File: config.mk
export PLATFORM = sky130hd
export DESIGN_NAME = ofs_rst_seq
export DESIGN_NICKNAME = d
export VERILOG_FILES = /design/src/rtl/ofs_rst_seq.sv
export SDC_FILE = /design/constraint.sdc
export NUM_CORES = 1
export LEC_CHECK = 0
export ABC_CLOCK_PERIOD_IN_PS = 2930
export CAP_MARGIN = 20
export CORE_MARGIN = 2
export CORE_UTILIZATION = 40
export CTS_BUF_LIST = sky130_fd_sc_hd__clkbuf_4
export DETAILED_ROUTE_END_ITERATION = 10
export GPL_TIMING_DRIVEN = 0
export PLACE_DENSITY = 0.69
export SETUP_SLACK_MARGIN = 0.02
export SYNTH_ARGS = -nofsm -noshare
export SYNTH_HDL_FRONTEND = slang
export SYNTH_SLANG_ARGS = --single-unit
File: constraint.sdc
create_clock -name clk -period 2.93 [get_ports clk]
set_input_delay 0.879 -clock clk [delete_from_list [all_inputs] [get_ports clk]]
set_output_delay 0.879 -clock clk [all_outputs]
set_load 0.02 [all_outputs]
File: src/rtl/ofs_rst_seq.sv
// ofs_rst_seq: waits for a stable PLL lock, then releases NUM_CH reset domains in order.
// Optional lock-wait watchdog is built when RST_SEQ_WDOG_EN is defined.
//
// state      | meaning
// -----------+------------------------------------------------------------
// ST_HOLD    | all sequence resets asserted, waiting for lock_s
// ST_STABLE  | counting consecutive locked cycles
// ST_RELEASE | channels 0..idx released, counting the inter-channel gap
// ST_RUN     | all sequence resets released, seq_done high
module ofs_rst_seq #(
  parameter int NUM_CH     = 4,
  parameter int CNT_W      = 16,
  parameter int STABLE_CYC = 1024,
  parameter int GAP_CYC    = 64,
  parameter int WDOG_CYC   = 65535
) (
  input  logic              clk,
  input  logic              rst,
  input  logic              pll_locked,
  input  logic              sw_rst_req,
  input  logic [NUM_CH-1:0] ch_hold_req,
  output logic [NUM_CH-1:0] rst_out,
  output logic              seq_done,
  output logic [7:0]        lock_lost_cnt,
  output logic              wdog_timeout
);

  localparam int IDX_W = (NUM_CH > 1) ? $clog2(NUM_CH) : 1;
  localparam logic [CNT_W-1:0] STABLE_LAST = CNT_W'(STABLE_CYC - 1);
  localparam logic [CNT_W-1:0] GAP_LAST    = CNT_W'(GAP_CYC - 1);
  localparam logic [IDX_W-1:0] IDX_LAST    = IDX_W'(NUM_CH - 1);

  typedef enum logic [1:0] {
    ST_HOLD    = 2'd0,
    ST_STABLE  = 2'd1,
    ST_RELEASE = 2'd2,
    ST_RUN     = 2'd3
  } state_t;

  state_t            state_q, state_d;
  logic [CNT_W-1:0]  cnt_q, cnt_d;
  logic [IDX_W-1:0]  idx_q, idx_d;
  logic              lock_meta, lock_s;
  logic              lock_loss, hold_entry;
  logic [NUM_CH-1:0] seq_rst;

  // pll_locked comes from another clock domain
  always_ff @(posedge clk or posedge rst) begin
    if (rst) begin
      lock_meta <= 1'b0;
      lock_s    <= 1'b0;
    end else begin
      lock_meta <= pll_locked;
      lock_s    <= lock_meta;
    end
  end

  // Outside HOLD lock_s was high last cycle, so a low level here is a falling edge.
  always_comb begin
    lock_loss  = (state_q != ST_HOLD) && !lock_s;
    hold_entry = lock_loss || sw_rst_req;
  end

  always_ff @(posedge clk or posedge rst) begin
    if (rst) begin
      state_q <= ST_HOLD;
      cnt_q   <= '0;
      idx_q   <= '0;
    end else begin
      state_q <= state_d;
      cnt_q   <= cnt_d;
      idx_q   <= idx_d;
    end
  end

  always_comb begin
    state_d = state_q;
    cnt_d   = cnt_q;
    idx_d   = idx_q;
    case (state_q)
      ST_HOLD: begin
        cnt_d = '0;
        idx_d = '0;
        if (lock_s) state_d = ST_STABLE;
      end
      ST_STABLE: begin
        if (cnt_q == STABLE_LAST) begin
          state_d = ST_RELEASE;
          cnt_d   = '0;
          idx_d   = '0;
        end else begin
          cnt_d = cnt_q + CNT_W'(1);
        end
      end
      ST_RELEASE: begin
        if (cnt_q == GAP_LAST) begin
          cnt_d = '0;
          if (idx_q == IDX_LAST) state_d = ST_RUN;
          else                   idx_d   = idx_q + IDX_W'(1);
        end else begin
          cnt_d = cnt_q + CNT_W'(1);
        end
      end
      ST_RUN: begin
        cnt_d = '0;
      end
      default: begin
        state_d = ST_HOLD;
        cnt_d   = '0;
        idx_d   = '0;
      end
    endcase
    if (hold_entry) begin
      state_d = ST_HOLD;
      cnt_d   = '0;
      idx_d   = '0;
    end
  end

  always_comb begin
    seq_rst = {NUM_CH{1'b1}};
    case (state_q)
      ST_RELEASE: begin
        for (int i = 0; i < NUM_CH; i++) seq_rst[i] = (IDX_W'(i) > idx_q);
      end
      ST_RUN:  seq_rst = '0;
      default: seq_rst = {NUM_CH{1'b1}};
    endcase
  end

  // Re-assertion bypasses the state register so every channel drops back in one cycle.
  always_ff @(posedge clk or posedge rst) begin
    if (rst) begin
      rst_out       <= {NUM_CH{1'b1}};
      seq_done      <= 1'b0;
      lock_lost_cnt <= 8'd0;
    end else begin
      rst_out  <= (hold_entry ? {NUM_CH{1'b1}} : seq_rst) | ch_hold_req;
      seq_done <= (state_q == ST_RUN) && !hold_entry;
      if (lock_loss && (lock_lost_cnt != 8'hFF))
        lock_lost_cnt <= lock_lost_cnt + 8'd1;
    end
  end

`ifdef RST_SEQ_WDOG_EN
  localparam int WDOG_W = $clog2(WDOG_CYC + 1);

  logic [WDOG_W-1:0] wdog_cnt;
  logic              wdog_flag;
  logic              wdog_run;

  assign wdog_run = (state_q == ST_HOLD) && !lock_s;

  always_ff @(posedge clk or posedge rst) begin
    if (rst) begin
      wdog_cnt  <= '0;
      wdog_flag <= 1'b0;
    end else begin
      if ((state_q != ST_HOLD) || sw_rst_req)
        wdog_cnt <= '0;
      else if (wdog_run && (wdog_cnt != WDOG_W'(WDOG_CYC)))
        wdog_cnt <= wdog_cnt + WDOG_W'(1);

      if (sw_rst_req)
        wdog_flag <= 1'b0;
      else if (wdog_run && (wdog_cnt == WDOG_W'(WDOG_CYC - 1)))
        wdog_flag <= 1'b1;
    end
  end

  assign wdog_timeout = wdog_flag;
`else
  assign wdog_timeout = 1'b0;
`endif

endmodule

==> flow_summary_export.csv <==
group,metric,value,unit
routing,firstDrtPassIters,4,
clock_network,number_of_levels_in_the_clock_h_tree,2,
setup_path,crit_path_cell_trace,"clkdlybuf4s50_1",
synthesis,mappedNetlistNets,186,
cells_and_area,mostFrequentLayoutCell,"sky130_fd_sc_hd__dfrtp_1",
clock_network,root_buffer,"sky130_fd_sc_hd__clkbuf_4",
outcome,run_status,"complete, no violations",
clock_network,path_clk_slew,0.11,ns
synthesis,ys_seq_elements,35,
synthesis,synth_xor_area_frac,0.102,
cells_and_area,finalNetCount,214,
setup_path,critical_path.top_delay_family,"buffers and inverters",
setup_path,critPathMaxStageDelay,0.59,ns
sta,worst_slew_margin_relative_to_its_limit,0.577,
floorplanning,row_count,24,
min_path,worst_hold_path.endpoint,"lock_s",
sta,final.setup.tns,0,ns
global_routing,grt_max_degree,22,
setup_path,worst-endpoint-required,2.05,ns
min_path,hold_path.startpoint,"lock_meta",
setup_path,crit_buf_inv,1,
global_routing,grt_use_met2,0.229,
synthesis,yosys_warnings,0,
flow_run,maxCapViolations,0,
floorplanning,ioPinCount,22,
routing,vias_per_cell,5.08,
setup_path,worstReg2RegStart,"cnt_q[13]",
synthesis,most_area_consuming_cells_after_synthesis,"sky130_fd_sc_hd__dfrtp_1, sky130_fd_sc_hd__ha_1, sky130_fd_sc_hd__xnor2_1, sky130_fd_sc_hd__dfstp_2, sky130_fd_sc_hd__nor2_1",
floorplanning,initial_core_util,0.413,
routing,antenna_violating_nets_post_route,0,
global_routing,globalRouteTotalUtil,0.151,
min_path,holdCritPathClass,"reg -> reg",
setup_path,cp_max_fo,1,
clock_network,clock_tree.buffer_depth,2,
setup_path,setup.reg_to_reg.worst_slack,0.77,ns
floorplanning,dieWidth,71.0,um
global_routing,grt_remaining_overflow,0,
clock_network,tritoncts.num_buffers,5,
min_path,min_delay_path_depth,0,
place,place.detailed.hpwl,2380,um
setup_path,r2r.worst_path.cells,6,
floorplanning,fp.dieH,71.0,um
setup_path,worstSetupPathType,"reg -> out",
floorplanning,die_area,5040,um2
cells_and_area,drive_gt1_frac,0.127,
global_routing,grt_pass1_wl,5940,um
synthesis,yosysTopAreaCell,"sky130_fd_sc_hd__dfrtp_1",
global_routing,grt-busiest-layer,"met2",
cells_and_area,diodes,0,
synthesis,synth_sequential_area_ratio,0.490,
floorplanning,core_area,4350,um2
sta,timing.fmax,427,MHz
place,place_congestion,0.833,
clock_network,clk-insertion-delay-late,0.34,ns
power,total_power_per_unit_cell_area,577,nW/um2
sta,finalWorstPathRequiredPeriod,2.34,ns
sta,worst_clk_skew,0.0149,ns
routing,wl_per_cell,12.8,um
global_routing,number_of_antenna_violations_at_the_first_check_in_global_routing,0,
setup_path,crit-reg2reg-capture,"cnt_q[7]",
synthesis,synth_compound_area_frac,0.0801,
power,peakVddDrop,413,uV
synthesis,synth.top_cell.area_share,0.432,
power,total_leakage_power,0.000870,uW
synthesis,yosys.cell_types.count,38,
sta,finalSetupViolCount,0,
synthesis,netlist_area,1800,um2
sta,timing.final.hold_violations,0,
global_routing,grt_pass1_vias,1295,
routing,drt_iter0_markers,58,
sta,worstMarginPinSlew,0.634,ns
setup_path,worst_setup_path_start_kind,"flip-flop",
synthesis,post_synthesis_average_cell_area,10.7,um2
synthesis,area_share_of_and_or_nand_nor_cells_after_synthesis,0.208,
sta,drv_slew,0,
synthesis,asyncSetResetFlopFracSynth,1.00,
synthesis,yosys_most_used_dff,"sky130_fd_sc_hd__dfrtp_1",
sta,layout_worst_path_cycle_share,0.799,
synthesis,netlist_instances,168,
synthesis,synth-edff-count,0,
setup_path,arrival_time_of_the_worst_setup_path,1.46,ns
place,placement.io_buffers,20,
cells_and_area,syn_to_final_growth,19.2,%
cells_and_area,fillerInstances,411,
sta,worst_hold_slack,0.356,ns
synthesis,yosys-mux-area-fraction,0.0118,
global_routing,grtUsageMet3,0.0427,
clock_network,clock_tree_sinks,35,
routing,wirelength,3200,um
setup_path,cpMaxStageDelayCell,"sky130_fd_sc_hd__clkdlybuf4s50_1",
routing,drc,0,
sta,grt_setup_unrepaired,"no",
synthesis,synth_fa_ha_area_frac,0.0696,
synthesis,synth_top_family_by_area,"simple AND/OR/NAND/NOR gates",
clock_network,cts_tree,"built",
routing,dr_total_vias,1266,
setup_path,worst_setup_path_end_kind,"output port",
clock_network,post-cts-setup-buffer-count,0,
global_routing,groute.layer.met1.usage,0.197,
clock_network,post_cts_hold_buffer_count,0,
cells_and_area,final_cell_mix,"sky130_fd_sc_hd__dfrtp_1, sky130_fd_sc_hd__nor2_1, sky130_fd_sc_hd__clkdlybuf4s50_1",
clock_network,cts-resized-gates,0,
## cells in the mapped netlist, types with 3 or more instances
master,number
sky130_fd_sc_hd__dfstp_2,4
sky130_fd_sc_hd__nor3_1,3
sky130_fd_sc_hd__nand4_1,5
sky130_fd_sc_hd__o21ai_0,4
sky130_fd_sc_hd__and3_1,3
sky130_fd_sc_hd__ha_1,10
sky130_fd_sc_hd__nor2_1,22
sky130_fd_sc_hd__inv_1,9
sky130_fd_sc_hd__and4_1,4
sky130_fd_sc_hd__xnor2_1,13
sky130_fd_sc_hd__nand3_1,9
sky130_fd_sc_hd__xor2_1,8
sky130_fd_sc_hd__a21oi_1,3
sky130_fd_sc_hd__nand2_1,9
sky130_fd_sc_hd__dfrtp_1,31
## how the worst max path moves through the flow
stage,start,to,depth (start not counted)
final,rst_out[2],rst_out[2],1
after floorplan,cnt_q[13],cnt_q[11],6
after global routing,rst_out[0],rst_out[0],1
after CTS,rst_out[2],rst_out[2],1
after global placement,rst,idx_q[1],2
after detailed placement,cnt_q[13],cnt_q[14],6
## cells by family after synthesis
family | Yosys count
flops | 35
buf+inv | 12
fa+ha+maj | 10
mux | 2
xor+xnor | 21
compound gates | 18
simple gates | 69
other cells | 1
## flip-flops by register name (all words and copies together) (netlist names)
register / count
cnt_q: 16
idx_q: 2
lock_lost_cnt: 8
lock_meta: 1
lock_s: 1
rst_out: 4
seq_done: 1
state_q: 2
## through the flow
| step | instances | util | setup slack (ns) | area (um2) | power, uW |
|---|---|---|---|---|---|
| 2_1_floorplan | 168 | - | 0.904 | 1800 | 853 |
| 3_3_place_gp | 240 | 0.474 | 0.457 | 2060 | 981 |
| 3_5_place_dp | 241 | 0.480 | 0.772 | 2090 | 991 |
| 4_1_cts | 249 | 0.492 | 0.570 | 2140 | 1250 |
| 5_1_grt | 249 | 0.492 | 0.541 | 2140 | 1330 |
| 6_report | 249 | 0.492 | 0.590 | 2140 | 1240 |
## layer usage
layer  vias up  share of wire
met4         0          0.022
li1        634              -
met1       607           0.47
met5         -              0
met3         5          0.041
met2        20           0.47
## power breakdown
group          switching [uW]  internal, uW  leakage (uW)
Clock                     159          98.2     0.0000307
Combinational             211           182      0.000377
Sequential               53.0           533      0.000462
Total                     423           813      0.000870
## layout make-up
type | instances | area [um2] | area share
multi-input combinational | 121 | 852 | 0.398
sequential | 35 | 881 | 0.411
timing repair buffer | 21 | 228 | 0.106
tap | 52 | 65.1 | 0.0304
clock inverter | 2 | 7.51 | 0.00350
clock buffer | 6 | 45.0 | 0.0210
inverter | 9 | 33.8 | 0.0158
buffer | 3 | 30.0 | 0.0140
No activity file was read; power rests on OpenSTA's default activity.
